`src/rtl/tx_framer.sv`:
```
`default_nettype none
// ============================================================================
// Module   : tx_framer
// Purpose  : Payload FIFO and word-paced framer (SOF, payload, optional CRC-8)
//            that feeds an 8b/10b encoder. Optional CRC via TX_FRAMER_CRC_EN.
// Revision : 1.0 - initial release
// ============================================================================
module tx_framer #(
  parameter int         FIFO_DEPTH = 16,
  parameter int         MIN_IDLE   = 4,
  parameter logic [7:0] SOF_BYTE   = 8'hA5
) (
  input  logic       clk,
  input  logic       rst,
  input  logic [7:0] in_data,
  input  logic       in_valid,
  input  logic       in_last,
  output logic       in_ready,
  input  logic       word_en,
  output logic [7:0] enc_data,
  output logic       enc_idle,
  output logic       busy,
  output logic       underrun
);

  localparam int                  c_ADDR_W   = $clog2(FIFO_DEPTH);
  localparam logic [c_ADDR_W:0]   c_DEPTH    = (c_ADDR_W + 1)'(FIFO_DEPTH);
  localparam logic [7:0]          c_MIN_IDLE = 8'(MIN_IDLE);

`ifdef TX_FRAMER_CRC_EN
  typedef enum logic [1:0] {
    ST_GAP     = 2'd0,
    ST_SOF     = 2'd1,
    ST_PAYLOAD = 2'd2,
    ST_CRC     = 2'd3
  } state_t;
`else
  typedef enum logic [1:0] {
    ST_GAP     = 2'd0,
    ST_SOF     = 2'd1,
    ST_PAYLOAD = 2'd2
  } state_t;
`endif

  logic [8:0]          r_mem [FIFO_DEPTH];
  logic [c_ADDR_W:0]   r_wr_ptr;
  logic [c_ADDR_W:0]   r_rd_ptr;
  logic [c_ADDR_W:0]   r_frames;
  logic                r_in_ready;
  logic [c_ADDR_W:0]   w_count;
  logic [c_ADDR_W:0]   w_count_nxt;
  logic                w_empty;
  logic                w_full;
  logic                w_push;
  logic                w_pop;
  logic [8:0]          w_rd_entry;

  state_t              r_state;
  state_t              w_state_nxt;
  logic [7:0]          r_gap;
  logic [7:0]          w_gap_nxt;
  logic [7:0]          r_enc_data;
  logic [7:0]          w_data_nxt;
  logic                r_enc_idle;
  logic                w_idle_nxt;
  logic                r_underrun;
  logic                w_underrun_nxt;

  assign w_count     = r_wr_ptr - r_rd_ptr;
  assign w_empty     = (w_count == '0);
  assign w_full      = (w_count == c_DEPTH);
  assign w_push      = in_valid & r_in_ready;
  assign w_rd_entry  = r_mem[r_rd_ptr[c_ADDR_W-1:0]];
  assign w_count_nxt = w_count + {{c_ADDR_W{1'b0}}, w_push} - {{c_ADDR_W{1'b0}}, w_pop};

  always_ff @(posedge clk) begin
    if (w_push) begin
      r_mem[r_wr_ptr[c_ADDR_W-1:0]] <= {in_last, in_data};
    end
  end

  // in_ready is registered from the post-update occupancy so it always equals !full
  always_ff @(posedge clk or posedge rst) begin
    if (rst) begin
      r_wr_ptr   <= '0;
      r_rd_ptr   <= '0;
      r_in_ready <= 1'b1;
      r_frames   <= '0;
    end else begin
      if (w_push) r_wr_ptr <= r_wr_ptr + 1'b1;
      if (w_pop)  r_rd_ptr <= r_rd_ptr + 1'b1;
      r_in_ready <= (w_count_nxt != c_DEPTH);
      case ({w_push & in_last, w_pop & w_rd_entry[8]})
        2'b10:   r_frames <= r_frames + 1'b1;
        2'b01:   r_frames <= r_frames - 1'b1;
        default: r_frames <= r_frames;
      endcase
    end
  end

`ifdef TX_FRAMER_CRC_EN
  logic [7:0] r_crc;
  logic [7:0] w_crc_nxt;

  function automatic logic [7:0] f_crc8(input logic [7:0] crc, input logic [7:0] d);
    logic [7:0] c;
    c = crc;
    for (int i = 7; i >= 0; i--) begin
      c = {c[6:0], 1'b0} ^ (((c[7] ^ d[i]) == 1'b1) ? 8'h07 : 8'h00);
    end
    return c;
  endfunction

  always_ff @(posedge clk or posedge rst) begin
    if (rst) r_crc <= 8'h00;
    else     r_crc <= w_crc_nxt;
  end
`endif

  // The state names the word to be presented at the next word_en edge
  always_comb begin
    w_state_nxt    = r_state;
    w_gap_nxt      = r_gap;
    w_data_nxt     = r_enc_data;
    w_idle_nxt     = r_enc_idle;
    w_underrun_nxt = 1'b0;
    w_pop          = 1'b0;
`ifdef TX_FRAMER_CRC_EN
    w_crc_nxt      = r_crc;
`endif
    if (word_en) begin
      case (r_state)
        ST_GAP: begin
          w_idle_nxt = 1'b1;
          w_data_nxt = 8'h00;
          if ((r_gap >= c_MIN_IDLE) && ((r_frames != '0) || w_full)) begin
            w_state_nxt = ST_SOF;
          end else if (r_gap < c_MIN_IDLE) begin
            w_gap_nxt = r_gap + 8'd1;
          end
        end
        ST_SOF: begin
          w_idle_nxt  = 1'b0;
          w_data_nxt  = SOF_BYTE;
          w_state_nxt = ST_PAYLOAD;
`ifdef TX_FRAMER_CRC_EN
          w_crc_nxt   = 8'h00;
`endif
        end
        ST_PAYLOAD: begin
          if (w_empty) begin
            w_idle_nxt     = 1'b1;
            w_data_nxt     = 8'h00;
            w_underrun_nxt = 1'b1;
            w_state_nxt    = ST_GAP;
            w_gap_nxt      = 8'd1;
          end else begin
            w_pop      = 1'b1;
            w_idle_nxt = 1'b0;
            w_data_nxt = w_rd_entry[7:0];
`ifdef TX_FRAMER_CRC_EN
            w_crc_nxt  = f_crc8(r_crc, w_rd_entry[7:0]);
            if (w_rd_entry[8]) w_state_nxt = ST_CRC;
`else
            if (w_rd_entry[8]) begin
              w_state_nxt = ST_GAP;
              w_gap_nxt   = 8'd1;
            end
`endif
          end
        end
`ifdef TX_FRAMER_CRC_EN
        ST_CRC: begin
          w_idle_nxt  = 1'b0;
          w_data_nxt  = r_crc;
          w_state_nxt = ST_GAP;
          w_gap_nxt   = 8'd1;
        end
`endif
        default: begin
          w_state_nxt = ST_GAP;
          w_gap_nxt   = 8'd1;
        end
      endcase
    end
  end

  always_ff @(posedge clk or posedge rst) begin
    if (rst) begin
      r_state    <= ST_GAP;
      r_gap      <= 8'd0;
      r_enc_data <= 8'h00;
      r_enc_idle <= 1'b1;
      r_underrun <= 1'b0;
    end else begin
      r_state    <= w_state_nxt;
      r_gap      <= w_gap_nxt;
      r_enc_data <= w_data_nxt;
      r_enc_idle <= w_idle_nxt;
      r_underrun <= w_underrun_nxt;
    end
  end

  assign in_ready = r_in_ready;
  assign enc_data = r_enc_data;
  assign enc_idle = r_enc_idle;
  assign busy     = (r_state != ST_GAP);
  assign underrun = r_underrun;

endmodule
`default_nettype wire

```
`config.mk`:
```
export PLATFORM = sky130hd
export DESIGN_NAME = tx_framer
export DESIGN_NICKNAME = d
export VERILOG_FILES = /design/src/rtl/tx_framer.sv
export SDC_FILE = /design/constraint.sdc
export NUM_CORES = 1
export LEC_CHECK = 0
export ABC_AREA = 1
export CAP_MARGIN = 20
export CORE_AREA = 2 2 124 126
export DETAILED_ROUTE_END_ITERATION = 8
export DIE_AREA = 0 0 126 128
export GPL_TIMING_DRIVEN = 0
export PLACE_DENSITY = 0.77
export SYNTH_ARGS = -nofsm -noshare
export SYNTH_HDL_FRONTEND = slang
export SYNTH_SLANG_ARGS = --single-unit
```
`constraint.sdc`:
```
create_clock -name clk -period 3.71 [get_ports clk]
set_input_delay 0.5565 -clock clk [delete_from_list [all_inputs] [get_ports clk]]
set_output_delay 0.5565 -clock clk [all_outputs]
set_load 0.05 [all_outputs]
```
== After elaboration in Yosys (flattened, before gate mapping) ==
Memory sizes are Yosys's and may differ from the RTL's.
Index checks and enable logic that the tools add are counted.

* RAM bits: 144
* Bits of input ports: 13
* Register bits after elaboration: 36
* Memories kept: 1
* Logic and storage cells: 66
* Output and inout bits: 12

* Bitwise operators: 4
* Magnitude comparators: 2
* Equal/unequal tests: 10
* Multiplexer cells: 21
* Reduce and logical (&&, ||, !) cells: 11
* Add/sub/neg operators: 8

{| class="wikitable"
|+ Memories
! memory !! depth !! width !! rd ports !! clocked after Yosys merged registers in !! wr ports !! line !! RTL
|-
| r_mem || 16 || 9 || 1 || 0 || 1 || 45 || <nowiki>logic [8:0] r_mem [FIFO_DEPTH];</nowiki>
|}

{| class="wikitable"
|+ Operator list
! operator !! number
|-
| $pmux W8 S3 || 2
|-
| $mux W8 || 5
|-
| $add A5 B1 Y5 const B || 3
|-
| $pmux W5 S2 || 1
|-
| $add A8 B1 Y8 const B || 1
|-
| $ge A8 B3 Y1 const B || 1
|-
| $lt A8 B3 Y1 const B || 1
|-
| $mux W1 || 8
|-
| $mux W2 || 3
|-
| $ne A2 B2 Y1 const B || 3
|-
| $pmux W2 S3 || 1
|-
| $add A5 B1 Y5 || 1
|-
| $eq A5 B5 Y1 const B || 1
|-
| $logic_not A5 Y1 || 1
|-
| $ne A5 B5 Y1 const B || 1
|-
| $reduce_and A5 Y1 || 1
|-
| $reduce_bool A5 Y1 || 1
|-
| $sub A5 B1 Y5 || 1
|-
| $sub A5 B1 Y5 const B || 1
|-
| $sub A5 B5 Y5 || 1
|-
| $eq A2 B1 Y1 const B || 2
|-
| $eq A2 B2 Y1 const B || 2
|-
| $reduce_bool A2 Y1 || 2
|-
| $and A1 B1 Y1 || 3
|-
| other kinds (9) || 9
|}

== Longest topological paths before layout ==
Gate-level depths: netlist (run 1).

* Depth after elaboration: 8
* Mapped depth: 26
* Gate-level depth less buffers: 24

== Least setup slack after synthesis (run 1) ==
No wires, ideal clock.

* Path kind: reg2reg
* Start point: register r_rd_ptr[1]
* End point: register r_in_ready, in the netlist in_ready
* Clock period less this slack: 3.850 ns
* Setup time: 0.083 ns
* Path buffers: 3
* Cell stages (with the launch flop): 27
* Required time: 3.627 ns
* Setup slack: -0.140 ns
* Arrival: 3.767 ns
* Cell sequence: dfrtp_1 > buf_2 > inv_2 > buf_2 > buf_4 > ha_1 > nand3_1 > nand2_1 > xnor2_1 > ha_1 > nand2_1 > nor2_1 > nand3_2 > nand2_2 > inv_2 > nand2_2 > inv_1 > ha_1 > inv_1 > ha_1 > fa_1 > nand2_1 > nand2_1 > a21oi_1 > xnor2_1 > xor2_1 > nand2_1

* Cells in the longest elaborated chain, start to end: 7
* Elaborated cells on any way between the ends: 8
* Those cells by class: add/sub (3); eq/ne (1); mux (3); reduce/logical (1)

{| class="wikitable"
|+ Ends and longest elaborated chain
! item !! line !! RTL
|-
| start: declaration || 47 || <nowiki>logic [c_ADDR_W:0] r_rd_ptr;</nowiki>
|-
| start signal: assignment || 91 || <nowiki>if (w_pop) r_rd_ptr <= r_rd_ptr + 1'b1;</nowiki>
|-
| $sub A5 B5 Y5 || 69 || <nowiki>assign w_count = r_wr_ptr - r_rd_ptr;</nowiki>
|-
| $logic_not A5 Y1 || 70 || <nowiki>assign w_empty = (w_count == '0);</nowiki>
|-
| $mux W1 || 151 || <nowiki>if (w_empty) begin</nowiki>
|-
| $mux W1 || 132 || <nowiki>case (r_state)</nowiki>
|-
| $mux W1 || 131 || <nowiki>if (word_en) begin</nowiki>
|-
| via w_pop || 55 || <nowiki>logic w_pop;</nowiki>
|-
| $sub A5 B1 Y5 || 74 || <nowiki>assign w_count_nxt = w_count + {{c_ADDR_W{1'b0}}, w_push} - {{c_ADDR_W{1'b0}}, w_pop};</nowiki>
|-
| $ne A5 B5 Y1 || 92 || <nowiki>r_in_ready <= (w_count_nxt != c_DEPTH);</nowiki>
|-
| end signal: assignment || 92 ||
|-
| end: declaration || 49 || <nowiki>logic r_in_ready;</nowiki>
|}

The timed path passes the listed nets, and every way through them passes these cells.
A chain may end at the register's enable or synchronous reset.

== Worst setup path after layout (run 1) ==
* Start point: register r_rd_ptr[2]
* End point: register r_in_ready, in the netlist in_ready

Same word-level chain as after synthesis.

==> results of run 1 <==
registers in the layout (all words and copies together), names as in the netlist:
register,flops
r_gap,8
enc_idle,1
r_state,2
in_ready,1
r_mem,144
r_rd_ptr,5
underrun,1
r_wr_ptr,5
enc_data,8
r_frames,5
worst max path at each step:
stage	startpoint	endpoint	slack, ns	cells after the start
floorplan	r_rd_ptr[1]$_DFFE_PP0P_	in_ready$_DFF_PP1_	0.04	25
global placement	r_rd_ptr[2]$_DFFE_PP0P_	in_ready$_DFF_PP1_	-0.56	24
detailed placement	r_rd_ptr[2]$_DFFE_PP0P_	in_ready$_DFF_PP1_	-0.70	24
CTS	r_rd_ptr[2]$_DFFE_PP0P_	in_ready$_DFF_PP1_	0.01	23
global route	r_rd_ptr[1]$_DFFE_PP0P_	in_ready$_DFF_PP1_	-0.06	25
finish	r_rd_ptr[2]$_DFFE_PP0P_	in_ready$_DFF_PP1_	0.08	23
metrics by stage:
step | instances | power, uW | setup TNS [ns]
3_5_place_dp | 924 | 6026 | -1.996
4_1_cts | 967 | 8108 | 0
5_1_grt | 980 | 8871 | -0.07507
6_report | 980 | 8428 | 0
2_1_floorplan | 710 | 5116 | 0
3_3_place_gp | 921 | 5828 | -1.155
cells in the mapped netlist, types with 4 or more instances:
| master | count | area share |
|---|---|---|
| nand3_1 | 55 | 0.034 |
| a21oi_1 | 52 | 0.033 |
| nand2_1 | 206 | 0.097 |
| a22oi_1 | 4 | 0.0038 |
| o21ai_0 | 18 | 0.011 |
| nand4_1 | 9 | 0.0070 |
| dfrtp_1 | 34 | 0.11 |
| a22o_1 | 9 | 0.0099 |
| nor2_1 | 37 | 0.017 |
| buf_2 | 10 | 0.0063 |
| xor2_1 | 12 | 0.013 |
| ha_1 | 25 | 0.039 |
| buf_6 | 6 | 0.0085 |
| buf_4 | 8 | 0.0075 |
| edfxtp_1 | 144 | 0.54 |
| inv_1 | 41 | 0.019 |
logic make-up (layout without fill, tap and decap cells):
family	count (synthesis)	in the layout	share of synthesized area
AOI/OAI and AO/OA	90	90	0.06310
buffers and inverters	73	155	0.04869
and+or+nand+nor	324	324	0.1710
DFF	180	180	0.6541
adders and majority gates	28	28	0.04666
xor gates and xnor gates	15	15	0.01644
critical path, stage by stage, from the launching register on:
cell and delay [ns]:
dfrtp_2 0.43, clkinvlp_4 0.09, ha_2 0.31, a21oi_2 0.21
nand2_2 0.10, xnor2_2 0.19, ha_2 0.20, nand2_1 0.06
nor2_2 0.11, nand3_2 0.09, nand2_2 0.08, inv_2 0.06
nand2_4 0.10, inv_2 0.07, ha_4 0.26, inv_2 0.04
ha_4 0.15, fa_2 0.36, nand2_1 0.07, nand2_1 0.07
a21oi_2 0.15, xnor2_1 0.14, xor2_1 0.15, nand2_1 0.06
final cells by class:
type                            count  area share
Sequential cell                   180      0.5536
Multi-Input combinational cell    457      0.2596
Timing Repair Buffer               52     0.05377
Clock buffer                       17     0.04503
Tap cell                          188     0.02490
Buffer                             25     0.02424
Inverter                           46     0.01947
Clock inverter                     15     0.01934
power by group:
group	leakage [uW]	internal [uW]	switching [uW]
Combinational	0.00180	1560	2390
Sequential	0.00176	2490	172
Clock	0.000294	973	841
Total	0.00385	5030	3400
repair_timing:
| item | CTS | global route |
|---|---|---|
| setup endpoints to repair | 5 | 3 |
| cloned | 1 | 0 |
| hold buffers | 0 | 0 |
| buffers inserted | 12 | 10 |
| pin swaps | 3 | 12 |
| resized for setup | 13 | 16 |
per-layer routing:
| metal | part of all wire | vias to the layer above | GRT usage | routed length (um) |
|---|---|---|---|---|
| met4 | 0.031 | 0 | 0.1021 | 598 |
| li1 | - | 2575 | - | - |
| met3 | 0.086 | 52 | 0.04716 | 1650 |
| met2 | 0.49 | 290 | 0.4035 | 9424 |
| met1 | 0.39 | 2739 | 0.3199 | 7529 |
| met5 | 0 | - | 0 | 0 |
==> flow_metrics.py, run 1 <==
metrics = {
    "status": {
        "status": "finished clean",
    },
    "detailed_routing": {
        "vias": 5656,
        "dr.first_iter.drc_count": 765,
        "ant_nets": 0,
        "totalWireLength_mm": 19.20,
        "drc_errors": 0,
        "vias_per_cell": 5.771,
        "wl_per_cell_um": 19.59,
        "dr.pass1.iters": 6,
    },
    "layout": {
        "seq_area_um2": 5230,
        "n_fill_cell": 1088,
        "multi_input_comb_area_um2": 2452,
        "final_util": 0.6355,
        "final_nets": 820,
        "final_common_cell": "nand2_1",
        "layout_common_cells": "nand2_1 (205), edfxtp_1 (144), nand3_1 (54)",
        "drive_gt1_frac": 0.1528,
        "final_cell_area_um2": 9447,
        "syn_to_final_growth_pct": 18.21,
        "n_antenna_cell": 0,
    },
    "place": {
        "dp_hpwl_mm": 11.95,
        "place_congestion": 0.8786,
        "io_buffers": 23,
        "dpl_worst_slack_ns": -0.6991,
        "placed_cell_area_um2": 8521,
    },
    "synth": {
        "synth_fp_nets": 751,
        "avgSynthCellArea_um2": 11.26,
        "seq_area_frac_synth": 0.6541,
        "ys.flop_type": "edfxtp_1",
        "synth_cells": 710,
        "synth-seq-cells": 180,
        "synth-edff-count": 144,
        "yosysWarningCount": 0,
        "async_flop_share": 0.2000,
        "synth.distinct_cells": 36,
        "syn_area_um2": 7991,
    },
    "power": {
        "worst_ir_drop_vdd_mv": 0.4671,
        "p_per_area_nw_per_um2": 892.1,
        "p_leak_uw": 0.003849,
    },
    "floorplan": {
        "die_w_um": 126,
        "boundaryPins": 25,
        "rows": 45,
        "dieArea_um2": 16130,
        "core_um2": 14860,
        "initial_utilization": 0.5376,
        "dieHeight_um": 128,
    },
    "hold_path": {
        "holdCritPathClass": "in -> reg",
        "min_to": "r_gap[0]$_DFFE_PP0P_",
        "min_from": "word_en",
        "hold_depth": 3,
    },
    "timing": {
        "fin_crit_sh": 0.9789,
        "worst_slew_pin_slew_ns": 1.171,
        "setup_viol_count_final": 0,
        "holdWs_ns": 0.4632,
        "fin_crit_ns": 3.632,
        "hold_violations": 0,
        "finClkSkew_ns": 0.009156,
        "drv_slew": 0,
        "layout_setup_ws_ns": 0.07818,
        "max_freq_mhz": 275.3,
        "relSlewSlack": 0.2162,
    },
    "worst_setup_path": {
        "rr_worst_depth": 23,
        "r2r-end": "in_ready$_DFF_PP1_",
        "crit_type": "reg -> reg",
        "required_ns": 4.07,
        "worst_setup_path_end_kind": "flip-flop",
        "timing.rr.start": "r_rd_ptr[2]$_DFFE_PP0P_",
        "cp_max_fo": 5,
        "cp-start-kind": "flip-flop",
        "rrSetupSlack_ns": 0.08,
        "cp.arrival_ns": 3.99,
    },
    "global_route": {
        "antenna_found_initial": 0,
        "grt_pass1_wl_mm": 29.53,
        "first_global_vias": 5603,
        "grt_max_degree": 20,
        "overflow": 0,
        "grt_use_total": 0.2441,
    },
    "clock_network": {
        "clockBufferDepth": 2,
        "h-tree-depth": 4,
        "cts_tree": "yes",
        "numCtsBuffers": 17,
        "clock_latency_ns": 0.43,
        "cts.sink_count": 180,
        "path_clk_slew_ns": 0.07,
        "cts_root_buf": "clkbuf_16",
    },
    "run": {
        "drv_cap": 0,
    },
}
Power figures use the tool's default switching activity.
==> run 2: changes to the inputs <==
--- a/config.mk
+++ b/config.mk
@@ -12,6 +12,7 @@
 export DIE_AREA = 0 0 126 128
 export GPL_TIMING_DRIVEN = 0
 export PLACE_DENSITY = 0.77
+export SKIP_CTS_REPAIR_TIMING = 1
 export SYNTH_ARGS = -nofsm -noshare
 export SYNTH_HDL_FRONTEND = slang
 export SYNTH_SLANG_ARGS = --single-unit
==> run 2 against run 1 <==
  * Sequential share of layout area rose by 0.28 points
  * Register-to-register slack got worse by 0.04 ns
  * Via count shrank 0.50%
  * Non-clock buffer count shrank 6
  * Design area fell by 0.50%
  * Routed wire length hardly changed
  * Sequential power is essentially flat
  * Setup slack worse by 0.041 ns
  * Final cell count shrank 0.61%
==> flow_metrics.py, run 2 (synthesis gave the netlist of run 1 again) <==
metrics = {
    "status": {
        "status": "finished clean",
    },
    "detailed_routing": {
        "wl_per_cell_um": 19.72,
        "dr.first_iter.drc_count": 703,
        "totalWireLength_mm": 19.21,
        "vias_per_cell": 5.778,
        "ant_nets": 0,
        "vias": 5628,
        "drc_errors": 0,
        "dr.pass1.iters": 6,
    },
    "layout": {
        "drive_gt1_frac": 0.1438,
        "n_antenna_cell": 0,
        "syn_to_final_growth_pct": 17.61,
        "largest_reg_flops": 144,
        "n_fill_cell": 1099,
        "layout_common_cells": "nand2_1 (205), edfxtp_1 (144), nand3_1 (54)",
        "final_nets": 814,
        "final_common_cell": "nand2_1",
        "final_cell_area_um2": 9399,
    },
    "power": {
        "power_uw": 8315,
        "p_leak_uw": 0.003811,
        "p_per_area_nw_per_um2": 884.7,
        "worst_ir_drop_vdd_mv": 0.4703,
    },
    "worst_setup_path": {
        "setup.worst_path.start": "r_rd_ptr[2]$_DFFE_PP0P_",
        "timing.rr.start": "r_rd_ptr[2]$_DFFE_PP0P_",
        "crit_type": "reg -> reg",
        "cp_max_fo": 4,
        "worst_setup_path_end_kind": "flip-flop",
        "rrSetupSlack_ns": 0.04,
        "required_ns": 4.07,
        "cp-start-kind": "flip-flop",
        "cp.arrival_ns": 4.03,
    },
    "floorplan": {
        "die_w_um": 126,
        "dieHeight_um": 128,
        "rows": 45,
        "dieArea_um2": 16130,
        "boundaryPins": 25,
        "core_um2": 14860,
        "initial_utilization": 0.5376,
    },
    "place": {
        "place_congestion": 0.8786,
        "io_buffers": 23,
        "placed_cell_area_um2": 8521,
        "dp_hpwl_mm": 11.95,
    },
    "timing": {
        "relSlewSlack": 0.2378,
        "finClkSkew_ns": 0.008918,
        "fin_crit_ns": 3.673,
        "timing.setup.tns_ns": 0,
        "worst_slew_pin_slew_ns": 1.139,
        "max_freq_mhz": 272.3,
        "drv_slew": 0,
        "fin_crit_sh": 0.9900,
        "hold_violations": 0,
        "rsz0062_at_grt": "yes",
        "setup_viol_count_final": 0,
    },
    "run": {
        "drv_cap": 0,
    },
    "global_route": {
        "overflow": 0,
        "antenna_found_initial": 0,
        "grt_max_degree": 20,
        "grt_pass1_wl_mm": 28.84,
        "grt_use_total": 0.2391,
        "first_global_vias": 5478,
    },
    "hold_path": {
        "min_from": "word_en",
        "holdCritPathClass": "in -> reg",
    },
    "clock_network": {
        "clockBufferDepth": 2,
        "clock_latency_ns": 0.43,
        "cts.sink_count": 180,
        "cts_tree": "yes",
        "cts_root_buf": "clkbuf_16",
        "path_clk_slew_ns": 0.07,
        "h-tree-depth": 4,
        "numCtsBuffers": 17,
    },
}
## run 2: metal layers
layer,up-vias,share of wire,track usage
met4,0,0.030,0.1028
met2,317,0.50,0.3909
met3,43,0.088,0.04883
li1,2570,-,-
met5,-,0,0
met1,2698,0.39,0.3144
## run 2: worst paths after layout
kind | cells past startpoint | to
setup / recovery | 21 | in_ready$_DFF_PP1_
hold / removal | 3 | r_gap[2]$_DFFE_PP0P_
setup reg to reg | 21 | in_ready$_DFF_PP1_
hold reg to reg | 2 | r_gap[3]$_DFFE_PP0P_
max in group asynchronous | 3 | in_ready$_DFF_PP1_
min in group asynchronous | 2 | r_state[0]$_DFFE_PP0P_
## run 2: stage by stage
step	util	cells	hold slack, ns	setup WS, ns
after global routing	0.6323	974	0.4704	-0.1338
after global placement	0.5701	921	0.4493	-0.5580
after floorplan	-	710	0.4368	0.03945
after CTS	0.6141	956	0.4445	-0.7092
after detailed placement	0.5732	924	0.4589	-0.6991
final	0.6323	974	0.4593	0.03724
## run 2: final cells by class
type,instances,area (um2),share of cell area
inverters,46,186.4,0.01983
multi-input cells,457,2455,0.2612
well taps,188,235.2,0.02503
flip-flops and latches,180,5230,0.5564
plain buffers,25,229.0,0.02436
clock buffers,17,425.4,0.04526
repair buffers,46,455.4,0.04846
clock inverters,15,182.7,0.01944
## run 2: critical path: stages, from the launching register on
cell and delay, ns:
dfrtp_2 0.43, clkinvlp_4 0.10, ha_2 0.31, a21oi_2 0.18, nand2_2 0.08, xnor2_2 0.22, ha_2 0.20, nand2_1 0.06
nor2_2 0.13, nand3_2 0.09, nand2_2 0.11, inv_2 0.06, nand2_4 0.09, inv_4 0.05, ha_4 0.26, inv_2 0.04
ha_4 0.15, fa_2 0.36, buf_4 0.14, xor2_1 0.15, nor4_1 0.28, nand2_1 0.09
## run 2: power by group
part           internal (uW)  switching, uW  total, uW
clock                    973            843       1820
combinational           1470           2360       3830
sequential              2490            180       2670
total                   4940           3380       8320
